File: config.mk
export PLATFORM = sky130hd
export DESIGN_NAME = fixed_to_posit
export DESIGN_NICKNAME = d
export VERILOG_FILES = /design/src/rtl/posit_pkg.sv /design/src/rtl/posit_pack.sv /design/src/rtl/fixed_to_posit.sv
export SDC_FILE = /design/constraint.sdc
export NUM_CORES = 1
export LEC_CHECK = 0
export ABC_CLOCK_PERIOD_IN_PS = 2100
export CAP_MARGIN = 20
export CORE_UTILIZATION = 40
export DETAILED_ROUTE_END_ITERATION = 12
export SLEW_MARGIN = 5
export SYNTH_ARGS = -nofsm -noshare
export SYNTH_HDL_FRONTEND = slang
export SYNTH_SLANG_ARGS = --single-unit
export TNS_END_PERCENT = 100
File: constraint.sdc
create_clock -name clk -period 2.1 [get_ports clk]
set_input_delay 0.21 -clock clk [delete_from_list [all_inputs] [get_ports clk]]
set_output_delay 0.21 -clock clk [all_outputs]
set_load 0.005 [all_outputs]
File: src/rtl/posit_pkg.sv
// Shared posit definitions: default format, converter state encoding and
// saturation constants used by the encode and arithmetic datapaths.
package posit_pkg;

    localparam int POSIT_N  = 16;
    localparam int POSIT_ES = 3;

    function automatic int clog2(input int value);
        int r;
        r = 0;
        for (int i = 0; i < 31; i++) begin
            if ((1 << i) < value) r = i + 1;
        end
        return r;
    endfunction

    typedef enum logic [1:0] {
        IDLE = 2'd0,
        NORM = 2'd1,
        PACK = 2'd2,
        DONE = 2'd3
    } conv_state_t;

    localparam logic [POSIT_N-1:0] MAXPOS = {1'b0, {(POSIT_N-1){1'b1}}};
    localparam logic [POSIT_N-1:0] MINPOS = POSIT_N'(1);

    // Largest |scale| representable before the regime runs out of bits.
    localparam int MAX_SCALE = (POSIT_N - 2) << POSIT_ES;

endpackage

File: src/rtl/posit_pack.sv
// Combinational posit packer: (sign, scale, fraction) -> rounded, saturated posit.
// Shared with the arithmetic units' final stage.
module posit_pack
    import posit_pkg::*;
#(
    parameter int N  = POSIT_N,
    parameter int ES = POSIT_ES,
    parameter int SW = 6,
    parameter int FW = 15
) (
    input  logic                 sign,
    input  logic signed [SW-1:0] scale,
    input  logic [FW-1:0]        fraction,
    output logic [N-1:0]         posit
);

    localparam int LW = 2 + ES + FW + N;
    localparam int SAT_SCALE = (N - 2) << ES;
    localparam logic [N-1:0] MAX_MAG = {1'b0, {(N-1){1'b1}}};
    localparam logic [N-1:0] MIN_MAG = N'(1);

    logic signed [SW-1:0] k;
    logic [ES-1:0]        e;
    int                   scale_i;
    int                   shift_i;
    logic signed [LW-1:0] body;
    logic signed [LW-1:0] shifted;
    logic [N-2:0]         kept;
    logic                 guard;
    logic                 sticky;
    logic                 round_up;
    logic [N-1:0]         rounded;
    logic [N-1:0]         mag_p;

    // The regime is formed by arithmetic-shifting a seed "10" (k >= 0, fills
    // ones) or "01" (k < 0, fills zeros); the padding keeps every dropped bit
    // available for the sticky term.
    always_comb begin
        k        = scale >>> ES;
        e        = scale[ES-1:0];
        scale_i  = int'(scale);
        shift_i  = (k >= 0) ? int'(k) : (-int'(k) - 1);
        if (shift_i > N) shift_i = N;
        body     = {(k < 0) ? 2'b01 : 2'b10, e, fraction, {N{1'b0}}};
        shifted  = body >>> shift_i;
        kept     = shifted[LW-1 -: N-1];
        guard    = shifted[LW-N];
        sticky   = |shifted[LW-N-1:0];
        round_up = guard & (sticky | kept[0]);
        rounded  = {1'b0, kept} + N'(round_up);

        if (scale_i > SAT_SCALE)       mag_p = MAX_MAG;
        else if (scale_i < -SAT_SCALE) mag_p = MIN_MAG;
        else if (rounded[N-1])         mag_p = MAX_MAG;
        else if (rounded == '0)        mag_p = MIN_MAG;
        else                           mag_p = rounded;

        posit = sign ? (~mag_p + N'(1)) : mag_p;
    end

endmodule

File: src/rtl/fixed_to_posit.sv
// Sequential signed fixed-point to posit converter: one-bit-per-cycle
// normalisation followed by a single pack/round step, valid/ready on both sides.
module fixed_to_posit
    import posit_pkg::*;
#(
    parameter int N  = POSIT_N,
    parameter int ES = POSIT_ES,
    parameter int W  = 16,
    parameter int F  = 8
) (
    input  logic         clk,
    input  logic         rst_n,
    input  logic         in_valid,
    output logic         in_ready,
    input  logic [W-1:0] in_fix,
    output logic         out_valid,
    input  logic         out_ready,
    output logic [N-1:0] out_posit,
    output logic         out_zero
);

    localparam int LZW = clog2(W);
    localparam int SW  = clog2(W) + 2;

    conv_state_t          state;
    conv_state_t          next_state;
    logic [W-1:0]         mag;
    logic [LZW-1:0]       lz;
    logic                 sign;
    logic signed [SW-1:0] scale;
    logic [N-1:0]         pack_posit;

    assign scale     = SW'(W - 1 - F) - SW'(lz);
    assign in_ready  = (state == IDLE);
    assign out_valid = (state == DONE);

    posit_pack #(
        .N  (N),
        .ES (ES),
        .SW (SW),
        .FW (W - 1)
    ) u_pack (
        .sign     (sign),
        .scale    (scale),
        .fraction (mag[W-2:0]),
        .posit    (pack_posit)
    );

    always_ff @(posedge clk or negedge rst_n) begin
        if (!rst_n) state <= IDLE;
        else        state <= next_state;
    end

    // A zero input also passes through PACK so its result lands one edge
    // after acceptance; NORM would never terminate on an all-zero magnitude.
    always_comb begin
        next_state = state;
        case (state)
            IDLE: if (in_valid) next_state = (in_fix == '0) ? PACK : NORM;
            NORM: if (mag[W-1]) next_state = PACK;
            PACK: next_state = DONE;
            DONE: if (out_ready) next_state = IDLE;
            default: next_state = IDLE;
        endcase
    end

    always_ff @(posedge clk or negedge rst_n) begin
        if (!rst_n) begin
            mag       <= '0;
            lz        <= '0;
            sign      <= 1'b0;
            out_posit <= '0;
            out_zero  <= 1'b0;
        end else begin
            case (state)
                IDLE: begin
                    if (in_valid) begin
                        sign      <= in_fix[W-1];
                        mag       <= in_fix[W-1] ? (~in_fix + W'(1)) : in_fix;
                        lz        <= '0;
                        out_posit <= '0;
                        out_zero  <= 1'b0;
                    end
                end
                NORM: begin
                    if (!mag[W-1]) begin
                        mag <= mag << 1;
                        lz  <= lz + LZW'(1);
                    end
                end
                PACK: begin
                    if (mag == '0) begin
                        out_posit <= '0;
                        out_zero  <= 1'b1;
                    end else begin
                        out_posit <= pack_posit;
                        out_zero  <= 1'b0;
                    end
                end
                default: ;
            endcase
        end
    end

endmodule

# Word level (Yosys, flattened, before mapping)

Index checks and enable logic that the tools add are counted.

Add/subtract/negate cells: 7
Multipliers: 0
Divide/modulo/power cells: 0
$lt $le $gt $ge: 5
Equal/unequal tests: 7
Shift-type cells: 1
Muxes and demuxes: 26
Bitwise operators: 4
Reductions and logical operators: 12

Operator list:

| cell                    | count |
|---|---|
| $mux W16                | 9 |
| $mux W32                | 2 |
| $pmux W16 S2            | 2 |
| $logic_not A16 Y1       | 3 |
| $sshr A36 B32 Y36       | 1 |
| $add A16 B1 Y16 const B | 2 |
| $gt A32 B6 Y1 const B   | 1 |
| $neg A2 Y32             | 1 |
| $not A16 Y16            | 2 |
| $sub A32 B2 Y32 const B | 1 |
| $reduce_or A20 Y1       | 1 |
| $add A15 B1 Y16         | 1 |
| $mux W15                | 1 |
| $mux W2                 | 5 |
| $gt A5 B8 Y1 const B    | 1 |
| $lt A5 B8 Y1 const B    | 1 |
| $mux W4                 | 2 |
| $pmux W2 S4             | 1 |
| $pmux W4 S2             | 1 |
| $ne A2 B2 Y1 const B    | 3 |
| $reduce_and A2 Y1       | 3 |
| $reduce_and A3 Y1       | 2 |
| $sub A3 B4 Y5 const A   | 1 |
| $add A4 B1 Y4 const B   | 1 |
| other kinds (11)        | 14 |

Bits in registers: 40
Bits in latches: 0
RAM bits: 0
Memory bits (read-only): 0
Output and inout bits: 19
Memories: 0

# Depth between registers and ports, before layout

Gate-level depths: netlist of run 1.

Word-level depth: 21
Gate-level depth with buffers: 10
Depth with buffers taken out: 9

# Hierarchy

Synthesis of run 1 repeated with hierarchy kept, for this count alone.

Cells, all modules: 406
Area total of the unflattened synthesis: 3651.0 sq um

Modules (own cells, without submodules):

| module         | instances | cells an instance | area an instance (sq um) | sequential area each (sq um) |
|---|---|---|---|---|
| fixed_to_posit | 1         | 230               | 2229.6                   | 1001.0 |
| posit_pack     | 1         | 176               | 1421.4                   | 0.0 |

# Least setup slack after synthesis of run 1

No wires, ideal clock.

Path kind: register to register
Start point: reg mag[5]
End point: reg out_posit[14]
Library setup time: 0.132 ns
Arrival time: 2.181 ns
Required time: 1.968 ns
Path slack: -0.213 ns
Cell stages (with the launch flop): 11
Buffers on the path: 1
Cells stage by stage: dfrtp_1 buf_2 and2_1 ha_1 nand3_4 or4_4 xnor2_4 nand4_1 o21ai_1 xor2_1 o21ai_1

Cells in the longest elaborated chain, start to end: 15
Elaborated cells between the ends (all ways): 16
Those cells by class: 2 x add/sub; 1 x shift; 7 x mux; 3 x bitwise; 3 x reduce/logical

RTL lines:

| item                     | line                 | source |
|---|---|---|
| start: declaration       | fixed_to_posit.sv:27 | `logic [W-1:0] mag;` |
| start signal: assignment | fixed_to_posit.sv:79 | `mag <= in_fix[W-1] ? (~in_fix + W'(1)) : in_fix;` |
| start signal: assignment | fixed_to_posit.sv:87 | `mag <= mag << 1;` |
| $sshr A36 B32 Y36        | posit_pack.sv:45     | `shifted = body >>> shift_i;` |
| $reduce_or A20 Y1        | posit_pack.sv:48     | `sticky = \|shifted[LW-N-1:0];` |
| $or A1 B1 Y1             | posit_pack.sv:49     | `round_up = guard & (sticky \| kept[0]);` |
| $and A1 B1 Y1            | posit_pack.sv:49     |  |
| $add A15 B1 Y16          | posit_pack.sv:50     | `rounded = {1'b0, kept} + N'(round_up);` |
| $logic_not A16 Y1        | posit_pack.sv:55     | `else if (rounded == '0) mag_p = MIN_MAG;` |
| $mux W15                 | posit_pack.sv:55     |  |
| $mux W16                 | posit_pack.sv:54     | `else if (rounded[N-1]) mag_p = MAX_MAG;` |
| $mux W16                 | posit_pack.sv:53     | `else if (scale_i < -SAT_SCALE) mag_p = MIN_MAG;` |
| $mux W16                 | posit_pack.sv:52     | `if (scale_i > SAT_SCALE) mag_p = MAX_MAG;` |
| $not A16 Y16             | posit_pack.sv:58     | `posit = sign ? (~mag_p + N'(1)) : mag_p;` |
| $add A16 B1 Y16          | posit_pack.sv:58     |  |
| $mux W16                 | posit_pack.sv:58     |  |
| $mux W16 (*)             | fixed_to_posit.sv:92 | `if (mag == '0) begin` |
| $pmux W16 S2 (*)         | fixed_to_posit.sv:75 | `case (state)` |
| end signal: assignment   | fixed_to_posit.sv:96 | `out_posit <= pack_posit;` |
| end: declaration         | fixed_to_posit.sv:18 | `output logic [N-1:0] out_posit,` |

Every way passes the cells marked *; elsewhere a longest branch is shown, timed or not.
A chain may end at the register's enable or synchronous reset.

# Worst setup path in the final report of run 1

Start point: reg mag[3]
End point: reg out_posit[12]

Same word-level chain as after synthesis.

==> results of run 1 <==
==> cell families after synthesis <==
logic type	count (synthesis)	synth area share
mux	6	0.02271
simple gates	108	0.1932
fa+ha+maj	9	0.04007
compound gates	94	0.2159
buf+inv	36	0.05299
flops	40	0.3562
xor+xnor	36	0.1189
==> worst paths after layout <==
kind | start | endpoint | slack [ns] | cells past startpoint
setup reg to reg | mag[3] | out_posit[12] | -0.04 | 9
setup / recovery | mag[3] | out_posit[12] | -0.04 | 9
hold reg to reg | out_posit[10] | out_posit[10] | 0.48 | 2
hold / removal | rst_n | out_posit[12] | 0.36 | 2
min in group clk | out_posit[10] | out_posit[10] | 0.48 | 2
max in group asynchronous | rst_n | mag[11] | 1.07 | 3
==> synth_stat cells (3+ instances only) <==
cell	count	area share
o22ai_1	3	0.0067
a22oi_1	7	0.019
nand2_1	42	0.056
buf_2	8	0.014
dfrtp_1	40	0.36
nor2_1	18	0.024
o21ai_1	10	0.018
nand3_1	6	0.011
nand4_1	7	0.016
clkbuf_1	11	0.015
o21a_1	3	0.0080
mux2_2	3	0.012
nor3_1	5	0.0089
a21oi_1	11	0.020
nor4_1	7	0.016
ha_1	9	0.040
mux2i_1	3	0.011
o21ai_0	31	0.055
o41ai_1	4	0.012
and2_1	3	0.0067
xnor2_1	18	0.056
o22a_1	4	0.012
inv_1	16	0.021
or3_1	3	0.0067
o31ai_1	5	0.013
xor2_1	17	0.053
nor2b_1	4	0.0089
and3_1	3	0.0067
==> cells in the final DEF (no fill, tap or decap), types with 3 or more instances in the layout <==
cell type / instances
o22a_1: 4
o41ai_1: 3
or3_1: 3
clkbuf_8: 5
a22oi_1: 7
buf_4: 57
nand4_1: 7
nand3_1: 6
nor2b_1: 4
nand2_1: 40
o21ai_1: 10
o21ai_2: 4
nor2_1: 18
inv_1: 16
xor2_1: 17
mux2_2: 3
nor4_1: 6
dfrtp_1: 40
ha_1: 7
clkdlybuf4s50_1: 37
a21oi_1: 10
o22ai_1: 3
nor3_1: 3
mux2i_1: 3
o31ai_1: 5
o21a_1: 3
o21ai_0: 29
xnor2_1: 16
==> per-layer routing <==
layer / vias to the layer above / track usage / share of wire
met2: 63 / 0.3484 / 0.49
met4: 0 / 0.06667 / 0.026
li1: 1343 / - / -
met3: 17 / 0.03754 / 0.031
met5: - / 0 / 0
met1: 1199 / 0.2595 / 0.45
==> power by group <==
group	internal (µW)	switching, µW	total [µW]
logic	1690	1660	3350
clock network	226	273	500
registers	1090	230	1320
==> final cells by class <==
type,count,share of cell area
Multi-Input combinational cell,253,0.4605
Sequential cell,40,0.2567
Timing Repair Buffer,98,0.2166
Tap cell,96,0.03081
Clock buffer,6,0.01861
Inverter,16,0.01540
Clock inverter,1,0.001284
==> what timing repair did <==
item                                    in CTS  in global routing
buffers inserted                             1                  4
pin swaps                                   11                 12
endpoints found under the setup margin       8                 12
hold buffers                                 1                  0
gates resized for setup                      7                 18
endpoints found under the hold margin       16                  0
==> per-stage QoR <==
step / setup WS (ns) / setup TNS [ns] / area, µm² / instances
finish: -0.04247 / -0.1213 / 3899 / 510
global route: -0.2208 / -1.308 / 3899 / 510
CTS: -0.05987 / -0.2579 / 3795 / 506
detailed placement: -0.1760 / -1.464 / 3656 / 497
global placement: -0.1826 / -1.257 / 3656 / 497
floorplan: -0.08355 / -0.2270 / 2838 / 329
==> state kept, by name, indices dropped and copies added (netlist names) <==
name / cells
out_zero: 1
lz: 4
out_posit: 16
mag: 16
sign: 1
state: 2
==> flow_metrics.py, run 1 <==
metrics = {
    "cells_and_area": {
        "syn2layout_area_growth_pct": 38.74,
        "antenna_cells": 0,
        "nFillCells": 645,
        "final_layout_size_suffix_gt1_frac": 0.2415,
        "register_area_mm2": 0.001001,
        "utilization": 0.5738,
        "nNetsFinal": 443,
        "multi_input_area_mm2": 0.001795,
    },
    "flow_run": {
        "maxCapViolCount": 0,
    },
    "route": {
        "wl_um": 6972,
        "vias_per_cell": 5.141,
        "vias": 2622,
        "drc": 0,
        "detail_route.iter0.violations": 117,
        "ant_nets": 0,
        "routedWlPerCell_um": 13.67,
        "dr.pass1.iters": 4,
    },
    "pwr": {
        "power.density_mw_per_mm2": 1324,
        "power.total_uw": 5164,
        "p_leak_uw": 0.001642,
        "vdd_ir_drop_max_uv": 641.4,
    },
    "sta": {
        "min_period_over_period": 1.020,
        "setup_violations": 4,
        "worst_clock_skew_ns": 0.002946,
        "min_period_ns": 2.142,
        "hold_viol": 0,
        "rsz0062_at_grt": "yes",
        "slew_violations": 0,
        "fin_ws_ns": -0.04247,
        "slew_headroom": 0.6975,
        "max_freq_mhz": 466.8,
        "holdWs_ns": 0.3613,
        "tightest_slew_ns": 0.4538,
    },
    "clock_tree": {
        "clockRootBuffer": "clkbuf_8",
        "cts_buffers": 5,
        "clock_sinks": 40,
        "clk_pin_slew_ns": 0.08,
        "insertion_delay_ns": 0.30,
        "cts_max_level": 2,
        "tritoncts": "yes",
        "cts_buffer_depth": 2,
    },
    "floorplanning": {
        "die_w_um": 85.82,
        "initial_utilization": 0.4136,
        "rows": 30,
        "dieArea_mm2": 0.007365,
        "ios": 39,
        "die_height_um": 85.82,
        "core_mm2": 0.006794,
    },
    "setup_path": {
        "crit_type": "reg2reg",
        "arrival_ns": 2.33,
        "slowest_delay_ns": 0.40,
        "critPathLaunchType": "flip-flop",
        "endpoint_kind": "flip-flop",
        "cpMaxStageDelayCell": "dfrtp_1",
        "critPathTopFamily": "compound AO/OA/AOI/OAI gates",
        "worst-path-buf-inv": 1,
        "path_common_cell": "o21ai_1",
        "worstPathMaxFanout": 3,
        "crit_required_ns": 2.29,
        "cp_cell_sequence": "o41ai_2, buf_4, o21a_1, ha_2, a21boi_4, o2111ai_4, o21ai_1, xnor2_1, o21ai_1",
    },
    "placement": {
        "gp_congestion": 0.8756,
        "port_buffers": 38,
        "dp_hpwl_um": 5325,
    },
    "global_routing": {
        "antenna_found_initial": 0,
        "grt_pass1_wl_um": 11870,
        "grt_overflow": 0,
        "grt_max_degree": 25,
        "grt_pass1_vias": 2490,
        "track_usage": 0.2036,
    },
    "min_path": {
        "hp-class": "in2async",
    },
    "synthesis": {
        "netlist_area_mm2": 0.002810,
        "syn_nets": 358,
        "synth_cells": 329,
        "syn_avg_cell_area_um2": 8.542,
        "synth.yosys.seq_area_share": 0.3562,
        "synth_edf_count": 0,
        "synth_cell_types": 52,
        "synth_flop_cell": "dfrtp_1",
        "ys.warnings.count": 0,
        "ys_ff_latch": 40,
        "synth-async-reset-ratio": 1.000,
    },
    "run_status": {
        "status": "complete, but fails checks",
        "violations": "setup timing",
    },
}
No activity file was read; power rests on OpenSTA's default activity.
==> run 2: changes to the inputs <==
--- a/config.mk
+++ b/config.mk
@@ -8,6 +8,7 @@
 export ABC_CLOCK_PERIOD_IN_PS = 2100
 export CAP_MARGIN = 20
 export CORE_UTILIZATION = 40
+export CTS_CLUSTER_DIAMETER = 100
 export DETAILED_ROUTE_END_ITERATION = 12
 export SLEW_MARGIN = 5
 export SYNTH_ARGS = -nofsm -noshare
==> results of run 2 <==
Same layout as run 1: the final DEF is identical, and so are final timing and power.
==> run 3: changes to the inputs <==
--- a/config.mk
+++ b/config.mk
@@ -6,7 +6,6 @@
 export NUM_CORES = 1
 export LEC_CHECK = 0
 export ABC_CLOCK_PERIOD_IN_PS = 2100
-export CAP_MARGIN = 20
 export CORE_UTILIZATION = 40
 export CTS_CLUSTER_DIAMETER = 100
 export DETAILED_ROUTE_END_ITERATION = 12
==> constraint.sdc (replaced) <==
create_clock -name clk -period 2.1 [get_ports clk]
set_input_delay 0.42 -clock clk [delete_from_list [all_inputs] [get_ports clk]]
set_output_delay 0.42 -clock clk [all_outputs]
set_load 0.1 [all_outputs]
==> flow_metrics.py, run 3 (synthesis gave the netlist of run 1 again) <==
metrics = {
    "run_status": {
        "status": "complete, but fails checks",
        "violations": "setup timing",
    },
    "setup_path": {
        "endpoint_kind": "flip-flop",
        "slowest_delay_ns": 0.39,
        "arrival_ns": 2.40,
        "path_common_cell": "o21ai_2",
        "critPathLaunchType": "flip-flop",
        "cp_cell_sequence": "and2_4, ha_4, and3_4, a21o_1, a211oi_4, o2111ai_4, o21ai_2, xnor2_2, o21ai_2",
        "crit_required_ns": 2.29,
        "cpMaxStageDelayCell": "a211oi_4",
        "crit_type": "reg2reg",
        "worstPathMaxFanout": 3,
    },
    "route": {
        "vias_per_cell": 5.056,
        "routedWlPerCell_um": 13.30,
        "dr.pass1.iters": 4,
        "top_layer_used": "met4",
        "wl_um": 6930,
        "drc": 0,
        "route.met2.wl_um": 3517,
        "wl_met3_um": 163,
        "vias": 2634,
        "detail_route.iter0.violations": 108,
        "ant_nets": 0,
        "drt-met1-wl_um": 3163,
    },
    "sta": {
        "setup_violations": 6,
        "slew_violations": 0,
        "hold_viol": 0,
        "fin_ws_ns": -0.1104,
        "tightest_slew_ns": 0.5572,
        "min_period_ns": 2.210,
        "holdWs_ns": 0.1767,
        "min_period_over_period": 1.053,
        "slew_headroom": 0.6259,
        "rsz0062_at_grt": "yes",
        "max_freq_mhz": 452.4,
        "worst_clock_skew_ns": 0.006618,
    },
    "cells_and_area": {
        "multi_input_area_mm2": 0.001913,
        "register_area_mm2": 0.001001,
        "final_cell_mix": "buf_4 (85), nand2_1 (41), dfrtp_1 (40)",
        "final_layout_size_suffix_gt1_frac": 0.3412,
        "antenna_cells": 0,
        "layoutNonFillerInstCount": 521,
        "nFillCells": 632,
        "nNetsFinal": 453,
        "layout_commonest_cell": "buf_4",
        "largestRegisters": "mag: 16 flops, out_posit: 16 flops, lz: 4 flops",
        "utilization": 0.6050,
        "syn2layout_area_growth_pct": 46.26,
    },
    "placement": {
        "dp_slack_ns": -0.3950,
        "port_buffers": 38,
        "dp_hpwl_um": 5246,
        "dp_cells": 504,
        "gp_congestion": 0.8313,
    },
    "clock_tree": {
        "clockRootBuffer": "clkbuf_8",
        "clock_sinks": 40,
        "postCtsHoldBufs": 0,
        "insertion_delay_ns": 0.30,
        "tritoncts": "yes",
        "cts_max_level": 2,
        "cts_buffer_depth": 2,
        "clk_pin_slew_ns": 0.09,
        "cts_buffers": 5,
    },
    "floorplanning": {
        "dieArea_mm2": 0.007365,
        "die_w_um": 85.82,
        "initial_utilization": 0.4136,
        "die_height_um": 85.82,
        "rows": 30,
        "core_mm2": 0.006794,
        "ios": 39,
    },
    "global_routing": {
        "grt_max_degree": 41,
        "grt_pass1_vias": 2535,
        "grt_pass1_wl_um": 11990,
        "track_usage": 0.2028,
        "grt_overflow": 0,
        "antenna_found_initial": 0,
    },
    "pwr": {
        "seq_power_share": 0.203,
        "comb_power_share": 0.697,
        "vdd_ir_drop_max_uv": 485.9,
        "p_leak_uw": 0.001799,
        "switching_share": 0.5006,
        "power.density_mw_per_mm2": 1575,
        "p_switching_uw": 3241,
        "clock_power_share": 0.100,
        "internal_power_uw": 3234,
    },
    "min_path": {
        "hp-class": "in2async",
    },
    "flow_run": {
        "maxCapViolCount": 0,
    },
}
[run 3: what timing repair did]
| action | in CTS | in global routing |
|---|---|---|
| setup endpoints to repair | 12 | 16 |
| endpoints found under the hold margin | 0 | 0 |
| pin swaps | 13 | 15 |
| resized for setup | 22 | 23 |
| setup buffers | 5 | 4 |
[run 3: power by group through the flow]
stage | Combinational [µW] | Sequential [µW] | Clock, µW
final | 4510 | 1320 | 646
after global routing | 4910 | 1360 | 691
after CTS | 4360 | 1320 | 660
after detailed placement | 4100 | 1320 | 0
after global placement | 4050 | 1310 | 0
after floorplan | 2110 | 2090 | 0
[run 3: worst paths after layout]
| path | slack, ns | cells past startpoint | start | endpoint |
|---|---|---|---|---|
| max | -0.11 | 9 | mag[4] | out_posit[13] |
| min in group clk | 0.48 | 2 | out_posit[3] | out_posit[3] |
| min | 0.18 | 2 | rst_n | lz[1] |
| max in group asynchronous | 1.57 | 2 | rst_n | mag[11] |
| max reg2reg | -0.11 | 9 | mag[4] | out_posit[13] |
| min reg2reg | 0.48 | 2 | out_posit[3] | out_posit[3] |
[run 3: per-stage QoR]
stage	area [µm²]	power, µW	TNS (ns)
5_1_grt	4110	6956	-1.309
3_3_place_gp	3702	5355	-3.211
4_1_cts	3955	6336	-0.2513
6_report	4110	6475	-0.3938
2_1_floorplan	2855	4195	-0.2668
3_5_place_dp	3702	5422	-3.606
[run 3: critical path, delay by kind of cell (launching register included)]
kind / cells / cell delay (ns)
adder cells (fa/ha/maj): 1 / 0.17
XOR/XNOR: 1 / 0.14
AND/OR/NAND/NOR: 2 / 0.35
AO/OA/AOI/OAI: 5 / 1.05
flip-flops: 1 / 0.38
[run 3: per-layer routing]
layer / GRT usage / vias up
met2: 0.3615 / 44
met3: 0.02791 / 7
met1: 0.2598 / 1225
met4: 0.04848 / 0
met5: 0 / -
li1: - / 1358
[run 3: final cells by class]
class / count / share of cell area
clock buffer: 5 / 0.01674
clock inverter: 3 / 0.01035
inverter: 16 / 0.01461
multi-input combinational: 253 / 0.4654
sequential: 40 / 0.2435
tap: 96 / 0.02922
timing repair buffer: 108 / 0.2201
